**config.mk**
```make
export PLATFORM = sky130hd
export DESIGN_NAME = div_unit
export DESIGN_NICKNAME = d
export VERILOG_FILES = /design/src/rtl/div_unit_pkg.sv /design/src/rtl/div_step.sv /design/src/rtl/div_unit.sv
export SDC_FILE = /design/constraint.sdc
export NUM_CORES = 1
export LEC_CHECK = 0
export BUFFER_PORTS_ARGS = -buffer_cell sky130_fd_sc_hd__clkbuf_2
export CORE_MARGIN = 2
export CORE_UTILIZATION = 45
export DETAILED_ROUTE_END_ITERATION = 8
export SYNTH_ARGS = -nofsm -noshare
export SYNTH_HDL_FRONTEND = slang
export SYNTH_SLANG_ARGS = --single-unit
```
**constraint.sdc**
```tcl
create_clock -name clk -period 6 [get_ports clk]
set_input_delay 1.2 -clock clk [delete_from_list [all_inputs] [get_ports clk]]
set_output_delay 1.2 -clock clk [all_outputs]
set_load 0.01 [all_outputs]
```
**src/rtl/div_unit_pkg.sv**
```systemverilog
// div_unit shared defines: state encodings, handshake levels, bus types.
// Optional early-out path is enabled by DIV_EARLY_OUT_EN.
package div_unit_pkg;

  localparam int DataWidth = 32;

  typedef logic [2*DataWidth-1:0] DoubleRegBus;

  localparam logic RstEnable = 1'b1;
  localparam logic [DataWidth-1:0] ZeroWord = '0;

  localparam logic DivStart = 1'b1;
  localparam logic DivStop  = 1'b0;

  localparam logic DivResultReady    = 1'b1;
  localparam logic DivResultNotReady = 1'b0;

  typedef enum logic [1:0] {
    DivFree,
    DivByZero,
    DivOn,
    DivEnd
  } div_state_e;

endpackage

```
**src/rtl/div_step.sv**
```systemverilog
// One restoring shift-subtract iteration of the divider.
// Produces the next partial-remainder/quotient register.
module div_step
  import div_unit_pkg::*;
#(
  parameter int WIDTH = DataWidth
) (
  input  logic [2*WIDTH:0] dividend,
  input  logic [WIDTH-1:0] divisor,
  output logic [2*WIDTH:0] next
);

  logic [WIDTH:0] diff;

  assign diff = dividend[2*WIDTH:WIDTH] - {1'b0, divisor};

  assign next = diff[WIDTH]
    ? {dividend[2*WIDTH-1:0], 1'b0}
    : {diff[WIDTH-1:0], dividend[WIDTH-1:0], 1'b1};

endmodule

```
**src/rtl/div_unit.sv**
```systemverilog
// Iterative signed/unsigned divider for DIV/DIVU, one bit per clock.
// DIV_EARLY_OUT_EN: finish at acceptance when |dividend| < |divisor|.
module div_unit
  import div_unit_pkg::*;
#(
  parameter int WIDTH = DataWidth
) (
  input  logic               clk,
  input  logic               rst,
  input  logic               signed_div_i,
  input  logic [WIDTH-1:0]   opdata1_i,
  input  logic [WIDTH-1:0]   opdata2_i,
  input  logic               start_i,
  input  logic               annul_i,
  output logic [2*WIDTH-1:0] result_o,
  output logic               ready_o
);

  localparam int CW = $clog2(WIDTH) + 1;
  localparam logic [CW-1:0] LastIter = CW'(WIDTH - 1);

  div_state_e state, state_n;

  logic [CW-1:0]      cnt, cnt_n;
  logic [2*WIDTH:0]   dvd, dvd_n, dvd_step;
  logic [WIDTH-1:0]   mag, mag_n;
  logic [WIDTH-1:0]   a_mag, b_mag;
  logic [WIDTH-1:0]   quo, rem;
  logic               neg_q, neg_q_n;
  logic               neg_r, neg_r_n;
  logic [2*WIDTH-1:0] res_n;
  logic               rdy_n;
  logic               abort;

  assign a_mag = (signed_div_i && opdata1_i[WIDTH-1])
    ? -opdata1_i : opdata1_i;
  assign b_mag = (signed_div_i && opdata2_i[WIDTH-1])
    ? -opdata2_i : opdata2_i;

  assign abort = annul_i || (start_i == DivStop);

  div_step #(.WIDTH(WIDTH)) u_step (
    .dividend (dvd),
    .divisor  (mag),
    .next     (dvd_step)
  );

  // Sign fix-up is applied to the value produced by the final iteration
  assign quo = neg_q ? -dvd_step[WIDTH-1:0]
                     :  dvd_step[WIDTH-1:0];
  assign rem = neg_r ? -dvd_step[2*WIDTH:WIDTH+1]
                     :  dvd_step[2*WIDTH:WIDTH+1];

  always_ff @(posedge clk) begin
    if (rst == RstEnable) begin
      state    <= DivFree;
      cnt      <= '0;
      dvd      <= '0;
      mag      <= '0;
      neg_q    <= 1'b0;
      neg_r    <= 1'b0;
      result_o <= '0;
      ready_o  <= DivResultNotReady;
    end else begin
      state    <= state_n;
      cnt      <= cnt_n;
      dvd      <= dvd_n;
      mag      <= mag_n;
      neg_q    <= neg_q_n;
      neg_r    <= neg_r_n;
      result_o <= res_n;
      ready_o  <= rdy_n;
    end
  end

  always_comb begin
    state_n = state;
    cnt_n   = cnt;
    dvd_n   = dvd;
    mag_n   = mag;
    neg_q_n = neg_q;
    neg_r_n = neg_r;
    res_n   = result_o;
    rdy_n   = ready_o;
    unique case (state)
      DivFree: begin
        if (start_i == DivStart && !annul_i) begin
          if (opdata2_i == WIDTH'(ZeroWord)) begin
            state_n = DivByZero;
          end else begin
`ifdef DIV_EARLY_OUT_EN
            if (a_mag < b_mag) begin
              state_n = DivEnd;
              res_n   = {opdata1_i, {WIDTH{1'b0}}};
              rdy_n   = DivResultReady;
            end else begin
`else
            begin
`endif
              state_n = DivOn;
              cnt_n   = '0;
              dvd_n   = {{WIDTH{1'b0}}, a_mag, 1'b0};
              mag_n   = b_mag;
              neg_q_n = signed_div_i &&
                (opdata1_i[WIDTH-1] ^ opdata2_i[WIDTH-1]);
              neg_r_n = signed_div_i && opdata1_i[WIDTH-1];
            end
          end
        end
      end
      DivByZero: begin
        if (abort) begin
          state_n = DivFree;
          res_n   = '0;
          rdy_n   = DivResultNotReady;
        end else begin
          state_n = DivEnd;
          res_n   = '0;
          rdy_n   = DivResultReady;
        end
      end
      DivOn: begin
        if (abort) begin
          state_n = DivFree;
          cnt_n   = '0;
          res_n   = '0;
          rdy_n   = DivResultNotReady;
        end else begin
          dvd_n = dvd_step;
          cnt_n = cnt + 1'b1;
          if (cnt == LastIter) begin
            state_n = DivEnd;
            res_n   = {rem, quo};
            rdy_n   = DivResultReady;
          end
        end
      end
      DivEnd: begin
        if (abort) begin
          state_n = DivFree;
          cnt_n   = '0;
          res_n   = '0;
          rdy_n   = DivResultNotReady;
        end
      end
      default: begin
        state_n = DivFree;
      end
    endcase
  end

endmodule

```
Word level (Yosys, flattened, before mapping)
Index checks and enable logic that the tools add are counted.
{"block": "op_classes", "add_sub_neg": 6, "eq_ne": 9, "mux": 30, "n_bitwise": 3, "n_reduce_logical": 16}
{"op": "65-bit two-way mux", "n": 4}
{"op": "64-bit two-way mux", "n": 3}
{"op": "64-bit one-hot mux with 3 select lines", "n": 1}
{"op": "65-bit one-hot mux with 2 select lines", "n": 1}
{"op": "32-bit two-way mux", "n": 4}
{"op": "32-bit negation", "n": 4}
{"op": "33-bit by 32-bit subtractor with 33-bit output", "n": 1}
{"op": "32-bit zero test", "n": 1}
{"op": "6-bit two-way mux", "n": 4}
{"op": "6-bit one-hot mux with 3 select lines", "n": 1}
{"op": "2-bit two-way mux", "n": 6}
{"op": "3-bit AND reduction", "n": 3}
{"op": "2-bit inequality test (second input constant)", "n": 4}
{"op": "2-bit one-hot mux with 4 select lines", "n": 1}
{"op": "4-bit AND reduction", "n": 2}
{"op": "6-bit by 1-bit adder with 6-bit output (second input constant)", "n": 1}
{"op": "6-bit by 5-bit equality test with 1-bit output (second input constant)", "n": 1}
{"op": "3-bit nonzero test", "n": 2}
{"op": "2-bit equality test (second input constant)", "n": 2}
{"op": "1-bit logical AND", "n": 4}
{"op": "1-bit two-way mux", "n": 4}
{"op": "3-bit inequality test (second input constant)", "n": 1}
{"op": "1-bit one-hot mux with 3 select lines", "n": 1}
{"op": "2-bit by 1-bit equality test with 1-bit output (second input constant)", "n": 1}
{"op": "6 further kinds", "n": 7}
{"block": "totals", "ff_bits": 172, "inputBits": 69, "out_inout_bits": 65, "elab_cells": 72}

Logic depth before layout (Yosys ltp)
Gate-level depths: netlist of run 1.
{"block": "logic_depth", "word_depth": 7, "depth_mapped": 26, "depth_no_buf": 23}

Hierarchy
Synthesis of run 1 repeated with hierarchy kept, for this count alone.
{"block": "unflattened", "cells_unflattened": 1477, "area_unflattened_um2": 11489.8}
{"mod": "div_unit", "n_inst": 1, "cells_each": 1134, "area_each_um2": 8993.6, "seq_area_each_um2": 3443.3}
{"mod": "div_step", "n_inst": 1, "cells_each": 343, "area_each_um2": 2496.1, "seq_area_each_um2": 0.0}

Worst setup path before layout of run 1
Ideal clock, no wire load.
{"block": "synth_path", "path_type": "reg-to-reg", "startpoint": "register dvd[32]", "endpoint": "register result_o[44]", "setup_ns": 0.070, "t_arrival_ns": 4.998, "required_ns": 5.930, "path_slack_ns": 0.932, "path_stages_with_launch": 23, "path_buffers": 3, "synth_period_minus_slack_ns": 5.068, "path_cell_list": "dfxtp_1 inv_1 ha_1 inv_1 fa_1 a211oi_1 o21ai_1 o211a_1 o2111ai_1 o41ai_1 nor2_4 buf_1 clkbuf_1 buf_1 mux2i_1 ha_1 inv_1 nor4_1 and3_1 nor2_1 and3_1 or4_1 a21oi_1"}
{"block": "synth_via", "elab_chain_len": 7}
{"item": "start, declared", "line_no": "div_unit.sv:25", "source": "logic [2*WIDTH:0] dvd, dvd_n, dvd_step;"}
{"item": "start signal, assigned", "line_no": "div_unit.sv:67", "source": "dvd <= dvd_n;"}
{"item": "33-bit by 32-bit subtractor with 33-bit output", "line_no": "div_step.sv:15", "source": "assign diff = dividend[2*WIDTH:WIDTH] - {1'b0, divisor};"}
{"item": "65-bit two-way mux *", "line_no": "div_step.sv:18", "source": "? {dividend[2*WIDTH-1:0], 1'b0}"}
{"item": "32-bit negation", "line_no": "div_unit.sv:51", "source": "assign rem = neg_r ? -dvd_step[2*WIDTH:WIDTH+1]"}
{"item": "32-bit two-way mux *", "line_no": "div_unit.sv:51"}
{"item": "64-bit two-way mux *", "line_no": "div_unit.sv:131", "source": "if (cnt == LastIter) begin"}
{"item": "64-bit two-way mux *", "line_no": "div_unit.sv:123", "source": "if (abort) begin"}
{"item": "64-bit one-hot mux with 3 select lines *", "line_no": "div_unit.sv:85", "source": "unique case (state)"}
{"item": "end signal, assigned", "line_no": "div_unit.sv:71", "source": "result_o <= res_n;"}
{"item": "end, declared", "line_no": "div_unit.sv:15", "source": "output logic [2*WIDTH-1:0] result_o,"}
Every way passes the cells marked *; elsewhere a longest branch is shown, timed or not. The select of a mux whose other input is x is not followed.
A chain may end at the register's enable or synchronous reset.

Final worst setup path of run 1
{"block": "layout_path", "startpoint": "register dvd[32]", "endpoint": "register result_o[30]"}
{"block": "layout_via", "elab_chain_len": 7}
{"item": "33-bit by 32-bit subtractor with 33-bit output", "line_no": "div_step.sv:15"}
{"item": "65-bit two-way mux", "line_no": "div_step.sv:18"}
{"item": "32-bit negation", "line_no": "div_unit.sv:49", "source": "assign quo = neg_q ? -dvd_step[WIDTH-1:0]"}
{"item": "32-bit two-way mux", "line_no": "div_unit.sv:49"}
{"item": "64-bit two-way mux", "line_no": "div_unit.sv:131"}
{"item": "64-bit two-way mux", "line_no": "div_unit.sv:123"}
{"item": "64-bit one-hot mux with 3 select lines", "line_no": "div_unit.sv:85"}
No other way between the ends. The select of a mux whose other input is x is not followed.

==> results of run 1 <==
## synth_stat cells (3+ instances only)
cell type and instances:
nor3_1 36, o21ai_0 85, a21oi_1 133, o21ai_1 15
nand3b_1 6, a21o_1 11, a22oi_1 40, a21boi_0 3
a22o_1 30, buf_2 4, buf_1 7, o211ai_1 5
a221o_1 3, mux2i_1 17, o31ai_1 21, nor2_1 196
nand2_1 197, xor2_1 66, inv_1 50, nand4_1 12
and2_1 6, a211oi_1 35, ha_1 42, nor2b_1 6
xnor2_1 82, nand3_1 17, and3_1 14, and4_1 3
mux2_2 3, or3_1 19, o41ai_1 10, a31oi_1 5
clkbuf_1 74, o21bai_1 4, or4_1 12, nand2b_1 8
dfxtp_1 172, a41oi_1 3, nor4_1 23, o21a_1 8
## per-stage QoR
stage	instances	hold slack, ps	util (%)
after global routing	1946	480	51.4
final	1946	456	51.4
after global placement	1914	442	49.0
after detailed placement	1914	446	49.0
after CTS	1946	457	51.4
after floorplan	1523	432	-
## layer usage
metal | part of all wire (%) | global-route usage (%) | up-vias
li1 | - | - | 5572
met1 | 50 | 36.5 | 5038
met2 | 44 | 38.6 | 273
met3 | 4.5 | 3.48 | 37
met4 | 1.5 | 6.28 | 0
met5 | 0 | 0 | -
## registers in the layout, summed over array words and instances (netlist names)
name,cells
result_o,64
cnt,6
ready_o,1
neg_q,1
state,2
neg_r,1
mag,32
dvd,65
## power breakdown
| group | leakage (uW) | total (uW) | switching [uW] | internal (uW) |
|---|---|---|---|---|
| registers | 0.00139 | 1200 | 25.3 | 1170 |
| clock network | 0.000285 | 1110 | 540 | 567 |
| logic | 0.00340 | 557 | 363 | 194 |
## worst max-delay path, cell delays in order (launching register included)
cell	delay, ps
dfxtp_1	340
inv_1	80
ha_1	180
inv_1	60
fa_1	410
a211oi_1	220
o21ai_1	170
o211a_1	320
o211a_1	270
o41ai_1	550
nor2_4	230
inv_2	250
ha_1	280
nand3_1	160
or3_1	430
or3_1	340
or3_1	330
o31ai_1	250
xnor2_1	90
a22oi_1	160
nor2_1	60
## how the worst min path moves through the flow
| stage | depth (start not counted) | end | startpoint |
|---|---|---|---|
| 2_1_floorplan | 2 | mag[22] | mag[22] |
| 3_3_place_gp | 2 | mag[22] | mag[22] |
| 3_5_place_dp | 2 | result_o[7] | result_o[7] |
| 4_1_cts | 2 | mag[22] | mag[22] |
| 5_1_grt | 2 | mag[0] | mag[0] |
| 6_report | 2 | result_o[37] | result_o[37] |
## logic make-up (layout without fill, tap and decap cells)
group / Yosys count / in the layout / share of synthesized area, %
buffers and inverters: 137 / 230 / 4.62
AO/OA/AOI/OAI: 435 / 435 / 24.8
multiplexers: 21 / 21 / 1.89
XOR/XNOR: 148 / 148 / 11.4
adder cells (fa/ha/maj): 43 / 43 / 4.78
flip-flops: 172 / 172 / 30.2
AND/OR/NAND/NOR: 567 / 567 / 22.4
## area by class of cell
cell class	instances	area (um2)	area share, %
clock inverters	14	146	1.14
flip-flops and latches	172	3440	26.8
inverters	51	191	1.49
repair buffers	147	773	6.01
multi-input cells	1214	7460	58.0
well taps	330	413	3.21
clock buffers	18	439	3.41
## cell usage in the layout (no fill, tap or decap), types with 15 or more instances in the layout
cell and n:
a211oi_1 35, a21oi_1 132, a22o_1 30, a22oi_1 40
buf_4 15, clkbuf_16 17, clkbuf_2 132, dfxtp_1 172
ha_1 41, inv_1 50, mux2i_1 17, nand2_1 197
nand3_1 16, nor2_1 196, nor3_1 35, nor4_1 23
o21ai_0 85, o21ai_1 15, o31ai_1 21, or3_1 19
xnor2_1 82, xor2_1 66
==> results.json, run 1 <==
{
  "core_area_um2": 25000,
  "root_buffer": "clkbuf_16",
  "numPortBuffers": 133,
  "dp_hpwl_mm": 24.9,
  "rsz0062_at_grt": "no",
  "r2r_start": "dvd[32]",
  "final_nets": 1715,
  "clkTransAtPathRegs_ps": 70,
  "synth-seq-cells": 172,
  "post-route-min-period_ps": 5330,
  "drtIter0Drc": 788,
  "r2r_slack_ps": 670,
  "htreeDepth": 4,
  "grt_start_max_net_pins": 76,
  "finalHoldViolations": 0,
  "cts_tree": "yes",
  "io_pins": 134,
  "pre_cts_slack_ps": 747,
  "reg2reg_depth": 20,
  "max_cap_violations": 0,
  "fin_tns_setup_ps": 0,
  "via_per_inst": 5.61,
  "antenna_found_initial": 0,
  "worst_pin_slew_ps": 1070,
  "skew_ps": 21.9,
  "synth_top_area_share_pct": 30.2,
  "synth-async-reset-ratio_pct": 0,
  "p_leak_uw": 0.00508,
  "fillers": 2543,
  "fmax_mhz": 188,
  "grt_pass1_vias": 9938,
  "synth_edf_count": 0,
  "ir_worst_vdd_mv": 0.163,
  "synth.distinct_cells": 72,
  "start_util_pct": 45.6,
  "end_kind": "register",
  "yosysWarnings": 0,
  "finalPower_uw": 2860,
  "netlist_area_um2": 11400,
  "diodes": 0,
  "ctsHoldBuffers": 0,
  "status": "complete, no violations",
  "design_area_um2": 12900,
  "ys_seq_area_share_pct": 30.2,
  "rows": 58,
  "synth_top_cell_by_area": "dfxtp_1",
  "vias": 10900,
  "syn_area_per_cell_um2": 7.49,
  "placed_area_um2": 12300,
  "drtPass1Iterations": 7,
  "dieHeight_um": 163,
  "startpoint": "dvd[32]",
  "wire_per_inst_um": 17.1,
  "areaGrowthSynthToFinish_pct": 12.8,
  "setup_violations": 0,
  "drt-total-wl_mm": 33.3,
  "worstPathArrival_ps": 5630,
  "finalMaxSlewViolations": 0,
  "grt_overflow": 0,
  "power_density_nw_per_um2": 222,
  "antenna_left": 0,
  "timing.final.crit_share_pct": 88.9,
  "cts.sinks": 172,
  "die_w_um": 163,
  "clk_path_buf_depth": 2,
  "drc": 0,
  "path_max_fanout": 17,
  "gp_congestion": 0.911,
  "dieArea_um2": 26600,
  "start_kind": "register",
  "timing.rr.end": "result_o[30]",
  "synth_area_leaders": "dfxtp_1 (30%), nand2_1 (6.5%), nor2_1 (6.4%)",
  "syn_nets": 1635,
  "cts_buffers": 17,
  "cp.required_ps": 6300,
  "netlist_instances": 1523,
  "crit_type": "register to register",
  "hp-class": "register to register",
  "clkLatencyLatePin_ps": 440,
  "slew_headroom_pct": 28.8,
  "endpoint": "result_o[30]",
  "synth_ff_type": "dfxtp_1",
  "ctsResizeCount": 0,
  "drive_gt1_share_pct": 12.6,
  "grt_pass1_wl_mm": 53.4,
  "groute.usage.overall_pct": 25.0,
  "fin_ws_ps": 668,
  "postCtsSetupBuffers": 0
}
No activity file was read; power rests on OpenSTA's default activity.
==> run 2, diff against run 1 <==
--- a/config.mk
+++ b/config.mk
@@ -6,9 +6,9 @@
 export NUM_CORES = 1
 export LEC_CHECK = 0
 export BUFFER_PORTS_ARGS = -buffer_cell sky130_fd_sc_hd__clkbuf_2
-export CORE_MARGIN = 2
 export CORE_UTILIZATION = 45
 export DETAILED_ROUTE_END_ITERATION = 8
+export PLACE_DENSITY = 0.73
 export SYNTH_ARGS = -nofsm -noshare
 export SYNTH_HDL_FRONTEND = slang
 export SYNTH_SLANG_ARGS = --single-unit
==> results.json, run 2 (same netlist as run 1, synthesis figures left out) <==
{
  "multi_input_area_um2": 7460,
  "max_cap_violations": 0,
  "grt_pass1_vias": 10200,
  "grt_pass1_wl_mm": 53.2,
  "drtIter0Drc": 1067,
  "route.met2.wl_mm": 14.8,
  "setup_violations": 0,
  "timing.final.crit_share_pct": 89.1,
  "seq_area_um2": 3440,
  "fmax_mhz": 187,
  "crit_slowest_cell": "o41ai_1",
  "power_density_nw_per_um2": 221,
  "met1_length_mm": 15.8,
  "ir_worst_vdd_mv": 0.146,
  "drtPass1Iterations": 6,
  "die_w_um": 161,
  "numPortBuffers": 133,
  "ctsHoldBuffers": 0,
  "cp.required_ps": 6330,
  "worst_pin_slew_ps": 1040,
  "areaGrowthSynthToFinish_pct": 12.7,
  "clkTransAtPathRegs_ps": 70,
  "rsz0062_at_grt": "no",
  "core_area_um2": 24600,
  "worst_path_most_repeated_cell": "inv_1",
  "regMostFlops": "dvd",
  "worstPathArrival_ps": 5680,
  "status": "complete, no violations",
  "path_max_fanout": 23,
  "cpPeakStageDelay_ps": 510,
  "antenna_left": 0,
  "grt_start_max_net_pins": 74,
  "slew_headroom_pct": 30.6,
  "dp.cells": 1907,
  "post-route-min-period_ps": 5350,
  "cts_buffers": 17,
  "postCtsSetupBuffers": 0,
  "cts.sinks": 172,
  "groute.usage.overall_pct": 25.3,
  "path_delay_family": "compound AO/OA/AOI/OAI gates",
  "p_leak_uw": 0.00506,
  "gp_congestion": 0.921,
  "biggestRegsByFlops": "dvd: 65 flops, result_o: 64 flops, mag: 32 flops",
  "layoutNonFillerInstCount": 1939,
  "crit_type": "register to register",
  "finalHoldViolations": 0,
  "root_buffer": "clkbuf_16",
  "critPathBufInv": 5,
  "final_nets": 1715,
  "clk_path_buf_depth": 2,
  "clkLatencyLatePin_ps": 440,
  "largest_reg_flops": 65,
  "start_util_pct": 46.4,
  "fillers": 2373,
  "drive_gt1_share_pct": 12.5,
  "top_layer": "met4",
  "path_cells": "inv_1 -> ha_1 -> inv_1 -> fa_1 -> a211oi_1 -> o21ai_1 -> o211a_1 -> o211a_1 -> o41ai_1 -> nor2_4 -> inv_2 -> o21ai_0 -> inv_1 -> ha_1 -> inv_1 -> nor4_1 -> and3_1 -> o21a_1 -> nand2_1 -> o31ai_1 -> xnor2_1 -> a22o_1",
  "route.met3.wl_mm": 2.03,
  "via_per_inst": 5.76,
  "drt-total-wl_mm": 33.1,
  "start_kind": "register",
  "io_pins": 134,
  "hp-class": "register to register",
  "finalMaxSlewViolations": 0,
  "grt_overflow": 0,
  "drc": 0,
  "wire_per_inst_um": 17.1,
  "dp_hpwl_mm": 24.6,
  "skew_ps": 12.9,
  "ctsResizeCount": 0,
  "final_common_cell": "nand2_1",
  "antenna_found_initial": 0,
  "dieHeight_um": 161,
  "htreeDepth": 4,
  "final_cell_mix": "nand2_1 (197), nor2_1 (196), dfxtp_1 (172), a21oi_1 (132), clkbuf_2 (132)",
  "fin_tns_setup_ps": 0,
  "rows": 57,
  "end_kind": "register",
  "vias": 11200,
  "diodes": 0,
  "dieArea_um2": 26000,
  "cts_tree": "yes"
}
run 2: cell types whose count changed in the layout (fill, tap and decap cells not counted), moves of 2 or more:
cell	before	now
clkinv_4	3	0
clkinvlp_4	1	5
inv_8	4	1
buf_4	15	13
run 2: routing by layer:
metal | GRT usage [%] | up-vias
met5 | 0 | -
met4 | 8.10 | 0
met3 | 3.49 | 46
met2 | 39.2 | 370
met1 | 36.1 | 5208
li1 | - | 5550
run 2: area by class of cell:
type / count / share of cell area, %
clock inverter: 13 / 1.05
inverter: 51 / 1.49
tap: 324 / 3.15
sequential: 172 / 26.8
timing repair buffer: 147 / 6.17
multi-input combinational: 1214 / 58.0
clock buffer: 18 / 3.34
run 2: stage by stage:
stage | hold slack (ps) | instance area, um2 | setup slack (ps) | utilization [%] | power [uW]
floorplan | 432 | 11400 | 932 | - | 1610
global placement | 444 | 12300 | 842 | 49.9 | 1760
detailed placement | 448 | 12300 | 746 | 49.9 | 1770
CTS | 462 | 12800 | 733 | 52.2 | 2850
global route | 476 | 12900 | 235 | 52.3 | 2960
finish | 456 | 12900 | 653 | 52.3 | 2850
run 2: worst paths after layout:
kind / start / end / slack (ps) / cells after the start
max: dvd[32] / result_o[60] / 650 / 22
min: result_o[39] / result_o[39] / 460 / 2
max reg2reg: dvd[32] / result_o[60] / 650 / 22
min reg2reg: result_o[39] / result_o[39] / 460 / 2
run 2: worst min-delay path: cells and delay by family, from the launching register on:
kind,cells,cell delay [ps]
flip-flops,1,310
AND/OR/NAND/NOR,1,50
AO/OA/AOI/OAI,1,50
run 2: report_power, final:
group	switching (uW)	internal, uW
clock	511	579
combinational	361	196
sequential	27.3	1170
total	900	1950
